$ cat src/rtl/uart_rx_pkg.sv
// Shared state encoding and bit-timing constants for the UART receive path.
package uart_rx_pkg;

  typedef enum logic [2:0] {
    IDLE   = 3'd0,
    START  = 3'd1,
    DATA   = 3'd2,
    PARITY = 3'd3,
    STOP   = 3'd4
  } rx_state_e;

  localparam int DATA_WIDTH_DEF = 8;

  // Strobe and result edges sit just past mid-bit: P/2 + offset.
  localparam int STRB_OFS = 2;
  localparam int RSLT_OFS = 3;

endpackage

$ cat src/rtl/uart_rx_edge_bit_cnt.sv
// Oversampling edge counter and frame bit counter: counts 0..edge_max,
// bumps the bit counter on each wrap, synchronous clear has priority.
module uart_rx_edge_bit_cnt #(
  parameter int PRESCALE_W = 6
) (
  input  logic                  clk,
  input  logic                  rst,
  input  logic                  en,
  input  logic                  clr,
  input  logic [PRESCALE_W-1:0] edge_max,
  output logic                  wrap,
  output logic [PRESCALE_W-1:0] edge_nxt,
  output logic [PRESCALE_W-1:0] edge_cnt,
  output logic [3:0]            bit_cnt
);

  logic [PRESCALE_W-1:0] edge_cnt_q, edge_cnt_d;
  logic [3:0]            bit_cnt_q, bit_cnt_d;

  assign wrap = en && (edge_cnt_q == edge_max);

  always_comb begin
    // NOTE: every always_comb output gets a default first so no path can infer a latch.
    edge_cnt_d = edge_cnt_q;
    bit_cnt_d  = bit_cnt_q;
    if (clr) begin
      edge_cnt_d = '0;
      bit_cnt_d  = '0;
    end else if (en) begin
      if (wrap) begin
        edge_cnt_d = '0;
        bit_cnt_d  = bit_cnt_q + 4'd1;
      end else begin
        edge_cnt_d = edge_cnt_q + PRESCALE_W'(1);
      end
    end
  end

  // NOTE: state flops use non-blocking assignments and reset asynchronously on rst low.
  always_ff @(posedge clk or negedge rst) begin
    if (!rst) begin
      edge_cnt_q <= '0;
      bit_cnt_q  <= '0;
    end else begin
      edge_cnt_q <= edge_cnt_d;
      bit_cnt_q  <= bit_cnt_d;
    end
  end

  assign edge_nxt = edge_cnt_d;
  assign edge_cnt = edge_cnt_q;
  assign bit_cnt  = bit_cnt_q;

endmodule

$ cat src/rtl/uart_rx_ctrl.sv
// UART receive frame sequencer: walks START/DATA/PARITY/STOP on oversampled
// edges, strobes the datapath blocks and qualifies each frame with data_valid.
module uart_rx_ctrl
  import uart_rx_pkg::*;
#(
  parameter int DATA_WIDTH = DATA_WIDTH_DEF,
  parameter int PRESCALE_W = 6
) (
  input  logic                  clk,
  input  logic                  rst,
  input  logic                  rx_in,
  input  logic [PRESCALE_W-1:0] prescale,
  input  logic                  par_en,
  input  logic                  strt_glitch,
  input  logic                  par_err,
  input  logic                  stop_error,
  output logic [PRESCALE_W-1:0] edge_cnt,
  output logic [3:0]            bit_cnt,
  output logic                  dat_samp_en,
  output logic                  deser_en,
  output logic                  strt_chk_en,
  output logic                  par_chk_en,
  output logic                  stp_chk_en,
  output logic                  data_valid
);

  localparam logic [3:0] LAST_DATA_BIT = 4'(DATA_WIDTH);

  rx_state_e             state_q, state_d;
  logic [PRESCALE_W-1:0] p_q, p_d;
  logic                  dat_samp_en_q, dat_samp_en_d;
  logic                  deser_en_q, deser_en_d;
  logic                  strt_chk_en_q, strt_chk_en_d;
  logic                  par_chk_en_q, par_chk_en_d;
  logic                  stp_chk_en_q, stp_chk_en_d;
  logic                  data_valid_q, data_valid_d;

  logic                  cnt_en, cnt_clr, wrap, at_r, at_s_nxt;
  logic [PRESCALE_W-1:0] edge_nxt, s_edge, r_edge;

  assign s_edge   = (p_q >> 1) + PRESCALE_W'(STRB_OFS);
  assign r_edge   = (p_q >> 1) + PRESCALE_W'(RSLT_OFS);
  assign at_r     = (edge_cnt == r_edge);
  assign at_s_nxt = (edge_nxt == s_edge);
  assign cnt_en   = (state_q != IDLE);
  assign cnt_clr  = (state_d == IDLE);

  uart_rx_edge_bit_cnt #(
    .PRESCALE_W (PRESCALE_W)
  ) u_cnt (
    .clk      (clk),
    .rst      (rst),
    .en       (cnt_en),
    .clr      (cnt_clr),
    .edge_max (p_q - PRESCALE_W'(1)),
    .wrap     (wrap),
    .edge_nxt (edge_nxt),
    .edge_cnt (edge_cnt),
    .bit_cnt  (bit_cnt)
  );

  always_comb begin
    state_d      = state_q;
    data_valid_d = 1'b0;
    case (state_q)
      IDLE: begin
        if (!rx_in) state_d = START;
      end
      START: begin
        if (at_r && strt_glitch) state_d = IDLE;
        else if (wrap)           state_d = DATA;
      end
      DATA: begin
        if (wrap && (bit_cnt == LAST_DATA_BIT)) state_d = par_en ? PARITY : STOP;
      end
      PARITY: begin
        if (at_r && par_err) state_d = IDLE;
        else if (wrap)       state_d = STOP;
      end
      STOP: begin
        // The wrap exit only matters for illegal prescales whose R edge is never reached.
        if (at_r) begin
          state_d      = IDLE;
          data_valid_d = !stop_error;
        end else if (wrap) begin
          state_d = IDLE;
        end
      end
      default: state_d = IDLE;
    endcase
  end

  // Strobes look at the next state/edge so the registered pulse lands on edge S.
  always_comb begin
    p_d = p_q;
    if ((state_q == IDLE) && (state_d == START)) p_d = prescale;
    dat_samp_en_d = (state_d != IDLE);
    strt_chk_en_d = (state_d == START)  && at_s_nxt;
    deser_en_d    = (state_d == DATA)   && at_s_nxt;
    par_chk_en_d  = (state_d == PARITY) && at_s_nxt;
    stp_chk_en_d  = (state_d == STOP)   && at_s_nxt;
  end

  always_ff @(posedge clk or negedge rst) begin
    if (!rst) begin
      state_q       <= IDLE;
      p_q           <= '0;
      dat_samp_en_q <= 1'b0;
      deser_en_q    <= 1'b0;
      strt_chk_en_q <= 1'b0;
      par_chk_en_q  <= 1'b0;
      stp_chk_en_q  <= 1'b0;
      data_valid_q  <= 1'b0;
    end else begin
      state_q       <= state_d;
      p_q           <= p_d;
      dat_samp_en_q <= dat_samp_en_d;
      deser_en_q    <= deser_en_d;
      strt_chk_en_q <= strt_chk_en_d;
      par_chk_en_q  <= par_chk_en_d;
      stp_chk_en_q  <= stp_chk_en_d;
      data_valid_q  <= data_valid_d;
    end
  end

  assign dat_samp_en = dat_samp_en_q;
  assign deser_en    = deser_en_q;
  assign strt_chk_en = strt_chk_en_q;
  assign par_chk_en  = par_chk_en_q;
  assign stp_chk_en  = stp_chk_en_q;
  assign data_valid  = data_valid_q;

endmodule

$ cat config.mk
export PLATFORM = sky130hd
export DESIGN_NAME = uart_rx_ctrl
export DESIGN_NICKNAME = d
export VERILOG_FILES = /design/src/rtl/uart_rx_pkg.sv /design/src/rtl/uart_rx_edge_bit_cnt.sv /design/src/rtl/uart_rx_ctrl.sv
export SDC_FILE = /design/constraint.sdc
export NUM_CORES = 1
export LEC_CHECK = 0
export CORE_MARGIN = 2
export CORE_UTILIZATION = 25
export DETAILED_ROUTE_END_ITERATION = 10
export SETUP_SLACK_MARGIN = 0.4
export SYNTH_ARGS = -nofsm -noshare
export SYNTH_HDL_FRONTEND = slang
export SYNTH_HIERARCHICAL = 1
export SYNTH_SLANG_ARGS = --single-unit
$ cat constraint.sdc
create_clock -name clk -period 4.9 [get_ports clk]
set_clock_uncertainty 0.05 [all_clocks]
set_input_delay 0.98 -clock clk [delete_from_list [all_inputs] [get_ports clk]]
set_output_delay 0.98 -clock clk [all_outputs]
set_load 0.02 [all_outputs]
# ---- Word-level counts from Yosys, hierarchy flattened
# Index checks and enable logic that the tools add are counted.
# W data, S select, Z words.
dict set report op_classes {
  eq_ne 12
  mul 0
  magnitude_cmp 0
  shifts 0
  muxes 18
  n_bitwise 0
  reduce_logical 17
  addsub 5
  div_mod_pow 0
}
# op n
set op_table {}
lappend op_table {{$mux W3} 9}
lappend op_table {{$eq A6 B6 Y1} 3}
lappend op_table {{$mux W6} 3}
lappend op_table {{$pmux W3 S5} 1}
lappend op_table {{$add A5 B2 Y6 const B} 2}
lappend op_table {{$eq A3 B2 Y1 const B} 4}
lappend op_table {{$mux W4} 3}
lappend op_table {{$logic_and A1 B1 Y1} 9}
lappend op_table {{$add A6 B1 Y6 const B} 1}
lappend op_table {{$eq A3 B1 Y1 const B} 2}
lappend op_table {{$eq A3 B3 Y1 const B} 2}
lappend op_table {{$logic_not A3 Y1} 2}
lappend op_table {{$reduce_bool A3 Y1} 2}
lappend op_table {{$sub A6 B1 Y6 const B} 1}
lappend op_table {{$add A4 B1 Y4 const B} 1}
lappend op_table {{$eq A4 B4 Y1 const B} 1}
lappend op_table {{$reduce_bool A2 Y1} 2}
lappend op_table {{$mux W1} 2}
lappend op_table {{$reduce_and A2 Y1} 1}
lappend op_table {{$logic_not A1 Y1} 1}
dict set report word_totals {
  memories 0
  ramBits 0
  wordCells 62
  latchBits 0
  ff_bits 25
  rom_bits 0
}

# ---- Logic depth before layout (Yosys ltp)
# Gate-level depths: netlist of the first run.
dict set report logic_depth {
  word_depth 10
  mapped_depth 23
  mapped_depth_nobuf 22
}

# ---- By module
# The synthesis of the first run kept the hierarchy.
# mod area_each_um2 cells_per_inst n_inst seq_area_each_um2
set by_module_without_submodules {}
lappend by_module_without_submodules {uart_rx_ctrl 1097.3 117 1 375.4}
lappend by_module_without_submodules {uart_rx_edge_bit_cnt 576.8 57 1 250.2}

# ---- Least setup slack after synthesis of the first run
# Ideal clock, no wire load.
dict set report synth_path {
  kind {register to register}
  startpoint {reg p_q[2]}
  endpoint {reg deser_en_q, in the netlist deser_en}
  period_less_slack_ns 4.437
  setup_time_ns 0.088
  stages_incl_launch_ff 23
  required_ns 4.762
  path_slack_ns 0.463
  arrival_time_ns 4.299
  path_cell_list {dfrtp_1 > inv_1 > ha_1 > nand2_1 > nor3_1 > xor2_1 > xnor2_1 > nand3_1 > nor2_2 > nor4b_1 > and3b_1 > or3b_2 > a21oi_1 > a311o_1 > nor2_1 > clkbuf_1 > nor3_1 > nand2b_1 > o21ai_0 > o21bai_1 > o22ai_1 > nand3_1 > nor3b_1}
}
dict set report synth_via {
  elab_chain_cells 10
}
# item line
set synth_rtl {}
lappend synth_rtl {{start, declared} uart_rx_ctrl.sv:30} ;# logic [PRESCALE_W-1:0] p_q, p_d;
lappend synth_rtl {{start signal, assigned} uart_rx_ctrl.sv:116} ;# p_q <= p_d;
lappend synth_rtl {{$sub A6 B1 Y6 (*)} uart_rx_ctrl.sv:55} ;# .edge_max (p_q - PRESCALE_W'(1)),
lappend synth_rtl {{$eq A6 B6 Y1 (*)} uart_rx_edge_bit_cnt.sv:20} ;# assign wrap = en && (edge_cnt_q == edge_max);
lappend synth_rtl {{$logic_and A1 B1 Y1 (*)} uart_rx_edge_bit_cnt.sv:20}
lappend synth_rtl {{via wrap} uart_rx_ctrl.sv:38} ;# logic cnt_en, cnt_clr, wrap, at_r, at_s_nxt;
lappend synth_rtl {{$mux W3 (tied with other cells)} uart_rx_ctrl.sv:85} ;# end else if (wrap) begin
lappend synth_rtl {{$mux W3, on equally long branches} -}
lappend synth_rtl {{$pmux W3 S5 (*)} uart_rx_ctrl.sv:65} ;# case (state_q)
lappend synth_rtl {{via state_d[1]} uart_rx_ctrl.sv:29} ;# rx_state_e state_q, state_d;
lappend synth_rtl {{$logic_not A3 Y1 (*)} uart_rx_ctrl.sv:46} ;# assign cnt_clr = (state_d == IDLE);
lappend synth_rtl {{via cnt_clr} uart_rx_ctrl.sv:38}
lappend synth_rtl {{$mux W6 (*)} uart_rx_edge_bit_cnt.sv:26} ;# if (clr) begin
lappend synth_rtl {{via edge_nxt[3]} uart_rx_ctrl.sv:39} ;# logic [PRESCALE_W-1:0] edge_nxt, s_edge, r_edge;
lappend synth_rtl {{$eq A6 B6 Y1 (*)} uart_rx_ctrl.sv:44} ;# assign at_s_nxt = (edge_nxt == s_edge);
lappend synth_rtl {{$logic_and A1 B1 Y1 (*)} uart_rx_ctrl.sv:99} ;# deser_en_d = (state_d == DATA) && at_s_nxt;
lappend synth_rtl {{via deser_en_d} uart_rx_ctrl.sv:32} ;# logic deser_en_q, deser_en_d;
lappend synth_rtl {{end signal, assigned} uart_rx_ctrl.sv:118} ;# deser_en_q <= deser_en_d;
lappend synth_rtl {{end, declared} uart_rx_ctrl.sv:32}
# The timed path passes the listed nets; every way through them passes the cells marked *.
# A chain may end at the register's enable or synchronous reset.

# ---- Final worst setup path of the first run
# Ends and elaborated chain as after synthesis.

==> metrics.txt, run 1 <==
status finished with violations; failing checks DRC; global-route wire length before repair 6390 um; area grow syn2layout 31.4%; DR WL/cell 13.6 um; fmax 0.242 GHz; Max-Cap Viols 0; Synth Instances roughly 170; GR Util All Layers 0.108; DP Area 2050 sq um; core box area roughly 6400 sq um; drt first pass iters 7; post-route cell area 2200 sq um; endpoint class of the critical path register; flops & latches, synth 25; n_diodes 0; synth warn 6; min-delay src u_cnt/bit_cnt[3]$_DFFE_PN0P_; vias in the first global route 1318; Arr. time, crit path 4.29 ns; share of cells above drive strength 1 0.169; io pins 29; register area share after synthesis 0.374; Die W 85.8 um; Die ar. 7370 sq um; Nets 229; ANT nets after route 0; slew margin rel. 0.568; crit share post-route 0.844; H-tree Lvls 1; nature of the critical path startpoint register; setup TNS 0 ns; Yosys cell types 50; Fin. Hold Viols 0; Starting Density 0.261; Mapped Area 1670 sq um; Net Count, Synth 195; Finished Core Util 0.342; GR Util met3 0.0298; clk sinks 25; largest net degree at the start of global routing 26; initial antenna violation count 0; DR DRC count 1; most frequent cells in the layout 28 x clkdlybuf4s50_1, 24 x dfrtp_1, 17 x nand2_1; clock period minus worst slack 4.13 ns; endpoints failing setup 0; crit path from p_q[2]$_DFFE_PN0P_; GRT overflow 0; clk_lat worst skew 0.28 ns; clk buf depth 2; WL final 3860 um; CTS tree built; Vias/cell 4.74; worst slew pin tran 0.646 ns; Critical Path RT between 5 and 6 ns; most common cell after layout, fill and taps aside clkdlybuf4s50_1; FF-to-FF Start p_q[2]$_DFFE_PN0P_; global route hottest layer met2; die height 85.8 um; CTS clock-pin slew for the worst setup and hold paths 0.10 ns; Leak 0.000886 uW; # rows 29; DR iter-0 viols 61; final hold slack 0.551 ns; critical path peak fanout 11; average cell area after synthesis 9.62 sq um; routed via count 1346; Post-DP HPWL 2780 um; Slew Limit Fails 0; TritonCTS Buffers 3; met2 Use GR 0.173; HP Class register to register; RSZ-0062 raised after global routing no; power density over the cells approximately 670 nW/um^2; critical path class register to register; Root Buffer clkbuf_8; met1 usage 0.149; GP Congestion a little under 0.8; peak supply drop 286 uV; Buffers on Ports 28; total power ~1500 uW; hold buffer count at CTS 0
-- final timing paths --
check	to	slack (ns)	cells past startpoint
max in group asynchronous	p_q[1]$_DFFE_PN0P_	3.51	2
worst max register to register	deser_en$_DFF_PN0_	0.77	22
worst min register to register	u_cnt/bit_cnt[3]$_DFFE_PN0P_	0.55	2
min in group asynchronous	u_cnt/bit_cnt[3]$_DFFE_PN0P_	1.01	2
worst min-delay path	u_cnt/bit_cnt[3]$_DFFE_PN0P_	0.55	2
worst max-delay path	deser_en$_DFF_PN0_	0.77	22
-- flip-flops by register name, summed over array words and instances, names as in the netlist --
| name | cells |
|---|---|
| dat_samp_en | 1 |
| data_valid | 1 |
| p_q | 6 |
| par_chk_en | 1 |
| u_cnt/bit_cnt | 4 |
| stp_chk_en | 1 |
| deser_en | 1 |
| strt_chk_en | 1 |
| u_cnt/edge_cnt | 6 |
| state_q | 3 |
-- layer usage --
layer / vias to the layer above / share of wire
met1: 637 / 0.49
met3: 0 / 0.051
met2: 32 / 0.46
met4: 0 / 0
met5: - / 0
li1: 677 / -
-- where the power goes --
group          internal, uW  total, uW  switching [uW]
Combinational           445        925             481
Sequential              278        423             145
Clock                  57.8        133            74.8
-- cells in the mapped netlist, drive strengths merged --
master   count  area [sq um]
o221ai       2          17.5
inv          9          33.8
o32a         1          10.0
a211o        1          8.76
o21bai       1          7.51
xnor2       14           130
nand2b       4          25.0
dfrtp       25           626
and2         1          6.26
a21o         1          7.51
o21ai        5          25.0
mux2i        1          10.0
nand3b       1          7.51
nand2       17          63.8
nor2b        5          31.3
or3b         1          8.76
a41oi        1          8.76
o31ai        4          30.0
ha           8           100
nand4        4          31.3
a2111oi      1          27.5
o41ai        1          8.76
a21oi        4          20.0
nor3b        2          15.0
o22ai        1          6.26
nor3         8          40.0
or4bb        1          11.3
buf          2          12.5
a21bo        2          20.0
or4          2          18.8
nor4b        2          17.5
nand3        6          30.0
clkbuf       3          12.5
or3          1          6.26
and3         2          12.5
o311ai       1          8.76
a311o        1          10.0
nor2         9          36.3
xor2        12           105
or2          2          12.5
mux2         4          45.0
and3b        1          8.76
-- critical path, cell delays in order, from the launching register on --
cell and delay, ns:
dfrtp_1 0.48, inv_2 0.14, ha_2 0.24, nand2_1 0.10, nor3_2 0.13, xor2_1 0.19
xnor2_1 0.15, nand3_2 0.17, nor2_2 0.19, nor4b_4 0.24, and3b_1 0.21, or3b_2 0.11
a21oi_1 0.06, a311o_1 0.39, nor2_4 0.17, buf_6 0.17, nor2_1 0.05, nand2_1 0.09
o31ai_2 0.08, xnor2_1 0.14, nor3_2 0.22, nand3_1 0.12, nor3b_1 0.18
-- cells by family after synthesis --
group           count (synthesis)  share of synthesized area
simple gates                   69                      0.229
xor+xnor                       26                      0.141
compound gates                 27                      0.129
flops                          25                      0.374
buf+inv                        14                     0.0351
fa+ha+maj                       8                     0.0598
mux                             5                     0.0329
-- cell type report --
type / instances / area [sq um]
fillers: 654 / 4220
multi-input cells: 135 / 1060
flip-flops and latches: 25 / 627
repair buffers: 34 / 333
well taps: 77 / 96.3
clock buffers: 3 / 41.3
inverters: 9 / 33.8
clock inverters: 1 / 7.51
-- stage by stage --
stage	worst slack, ns	cells
final	0.766	284
after global routing	0.392	284
after CTS	0.433	281
after detailed placement	0.286	277
after global placement	0.317	277
after floorplan	0.463	174
-- repair_timing --
item | 4_1_cts | 5_1_grt
endpoints found under the setup margin | 4 | 4
pin swaps | 0 | 1
gates resized for setup | 5 | 13
buffers inserted | 0 | 3
Power figures use the tool's default switching activity.
==> run 2: changes to the inputs <==
==> constraint.sdc (replaced) <==
create_clock -name clk -period 4 [get_ports clk]
set_clock_uncertainty 0.05 [all_clocks]
set_input_delay 0.8 -clock clk [delete_from_list [all_inputs] [get_ports clk]]
set_output_delay 0.8 -clock clk [all_outputs]
set_load 0.02 [all_outputs]
==> run 2 against run 1 <==
Against the previous run:
- the flow now finishes without violations
- critical path depth increased by 2
- routed wire length increased by 14%
- cell area rose by 13%
- maximum frequency is 11% higher
- non-clock buffer count increased by 25
- clock power grew 19%
- sequential power up 11%
- final cell count increased by 8.8%
- critical endpoint unchanged
- highest routed layer is now met4
==> metrics.txt, run 2 (synthesized netlist as in run 1, its figures left out) <==
CTS tree built; r2r endpoint deser_en$_DFF_PN0_; peak supply drop 268 uV (-6.1%); DR iter-0 viols 58 (-4.9%); Critical Path RT 4.15 ns (-0.90 ns); DR DRC count 0 (-1); TritonCTS Buffers 3 (unchanged); critical path peak fanout 6 (-5); io pins 29 (unchanged); routed via count 1477 (+9.7%); fmax 0.269 GHz (+11%); Clk network pwr share 0.068 (-0.022); GP Congestion 0.774 (-0.54%); Max-Cap Viols 0 (unchanged); endpoint class of the critical path register; dpl cells 299 (+7.9%); endpoints failing setup 0 (unchanged); slew margin rel. 0.493 (-0.0750); # rows 29 (unchanged); status complete, no violations; Nets 254 (+11%); core box area 6420 sq um (unchanged); Leak 0.00104 uW (+17%); P_sw 1070 uW (+53%); H-tree Lvls 1 (unchanged); area grow syn2layout 49.0%; combinational share of power 0.732 (+0.107); Fin. Hold Viols 0 (unchanged); drt first pass iters 6 (-1); critical path class register to register; share of cells above drive strength 1 0.302 (+0.133); Root Buffer clkbuf_8; Starting Density 0.261 (unchanged); flop-to-flop setup slack 0.29 ns (-0.48 ns); clk buf depth 2 (unchanged); GR Util All Layers 0.125 (+0.0179); setup TNS 0 ns (unchanged); Critical path destination deser_en$_DFF_PN0_; Internal 1270 uW (+63%); power density over the cells 939 nW/um^2 (+39%); hold buffer count at CTS 0 (unchanged); GRT overflow 0 (unchanged); HP Class register to register; clock period minus worst slack 3.71 ns (-0.420 ns); clk_lat worst skew 0.28 ns (about the same); worst slew pin tran 0.758 ns (+0.112 ns); Buffers on Ports 28 (unchanged); Sw Share 0.457 (-0.0156); n_diodes 0 (unchanged); ANT nets after route 0 (unchanged); global-route wire length before repair 7160 um (+12%); most frequent cells in the layout 29 x buf_4, 28 x clkdlybuf4s50_1, 25 x dfrtp_1; Slew Limit Fails 0 (unchanged); cells on worst reg2reg path 24 (+9.1%); Vias/cell 4.78 (+0.85%); clk sinks 25 (unchanged); Seq pwr share 0.201 (-0.085); CTS clock-pin slew for the worst setup and hold paths 0.09 ns (about the same); Die ar. 7370 sq um (unchanged); die height 85.8 um (unchanged); crit path from p_q[2]$_DFFE_PN0P_; fin cells 309 (+8.8%); nature of the critical path startpoint register; most common cell after layout, fill and taps aside buf_4; vias in the first global route 1469 (+11%); RSZ-0062 raised after global routing yes; Die W 85.8 um (unchanged); Post-DP HPWL 3220 um (+16%); Arr. time, crit path 3.86 ns (-0.43 ns); # fillers 631 (-3.5%); DR WL/cell 14.2 um (+4.7%); FF-to-FF Start p_q[2]$_DFFE_PN0P_; WL final 4390 um (+14%); largest net degree at the start of global routing 26 (unchanged); crit share post-route 0.928 (+0.0849); initial antenna violation count 0 (unchanged)
[run 2: worst min-delay path by stage]
stage	from	endpoint	slack, ns	depth (start not counted)
5_1_grt	u_cnt/bit_cnt[3]$_DFFE_PN0P_	u_cnt/bit_cnt[3]$_DFFE_PN0P_	0.59	2
6_report	p_q[3]$_DFFE_PN0P_	p_q[3]$_DFFE_PN0P_	0.54	2
3_5_place_dp	p_q[3]$_DFFE_PN0P_	p_q[3]$_DFFE_PN0P_	0.53	2
3_3_place_gp	p_q[3]$_DFFE_PN0P_	p_q[3]$_DFFE_PN0P_	0.52	2
2_1_floorplan	rst	dat_samp_en$_DFF_PN0_	0.45	0
4_1_cts	p_q[3]$_DFFE_PN0P_	p_q[3]$_DFFE_PN0P_	0.55	2
[run 2: power groups by stage]
| stage | Clock (uW) | Sequential, uW | Combinational [uW] |
|---|---|---|---|
| after detailed placement | 0 | 470 | 1500 |
| after global routing | 184 | 486 | 1850 |
| after CTS | 164 | 467 | 1660 |
| final | 158 | 470 | 1710 |
| after floorplan | 0 | 509 | 864 |
| after global placement | 0 | 474 | 1490 |
[run 2: timing repair]
action                                  in CTS  in global routing
setup buffers                                4                  2
endpoints found under the setup margin       5                  6
resized for setup                           15                  4
pin swaps                                    7                  3
[run 2: cell type report]
cell class,instances,area (sq um),share of cell area
clock buffers,3,41.3,0.0166
clock inverters,1,5.00,0.00201
inverters,9,33.8,0.0135
multi-input cells,135,1170,0.470
flip-flops and latches,25,626,0.251
well taps,77,96.3,0.0386
repair buffers,59,520,0.209
[run 2: metal layers]
| layer | GRT usage | part of all wire | vias to the layer above | routed length, um |
|---|---|---|---|---|
| met5 | 0 | 0 | - | 0 |
| met4 | 0.0433 | 0.0098 | 0 | 43 |
| met3 | 0.0212 | 0.037 | 4 | 163 |
| met2 | 0.208 | 0.48 | 34 | 2090 |
| met1 | 0.165 | 0.48 | 709 | 2100 |
| li1 | - | - | 730 | - |
[run 2: per-stage QoR]
step / utilization / instance area, sq um / hold WS, ns / power, uW / worst slack (ns)
global placement: 0.358 / 2300 / 0.518 / 1970 / 0.147
CTS: 0.382 / 2450 / 0.548 / 2290 / 0.342
floorplan: - / 1770 / 0.454 / 1370 / 0.186
global route: 0.388 / 2490 / 0.593 / 2520 / 0.0592
detailed placement: 0.358 / 2300 / 0.530 / 1970 / 0.108
finish: 0.388 / 2490 / 0.537 / 2340 / 0.286
[run 2: critical path: stages (launching register included)]
cell	delay, ns
dfrtp_1	0.39
inv_2	0.13
ha_4	0.16
nand2_4	0.05
nand2_4	0.08
nor3_4	0.04
xor2_1	0.17
xnor2_1	0.23
nand3_2	0.14
nor2_4	0.12
nor4b_4	0.20
and3b_1	0.20
or3b_4	0.12
a21oi_2	0.04
a311o_1	0.30
nor2_2	0.11
buf_6	0.13
nor3_4	0.04
nand2b_4	0.14
buf_6	0.11
o21ai_2	0.11
o21bai_1	0.07
o22ai_1	0.20
nand3_1	0.12
nor3b_1	0.18
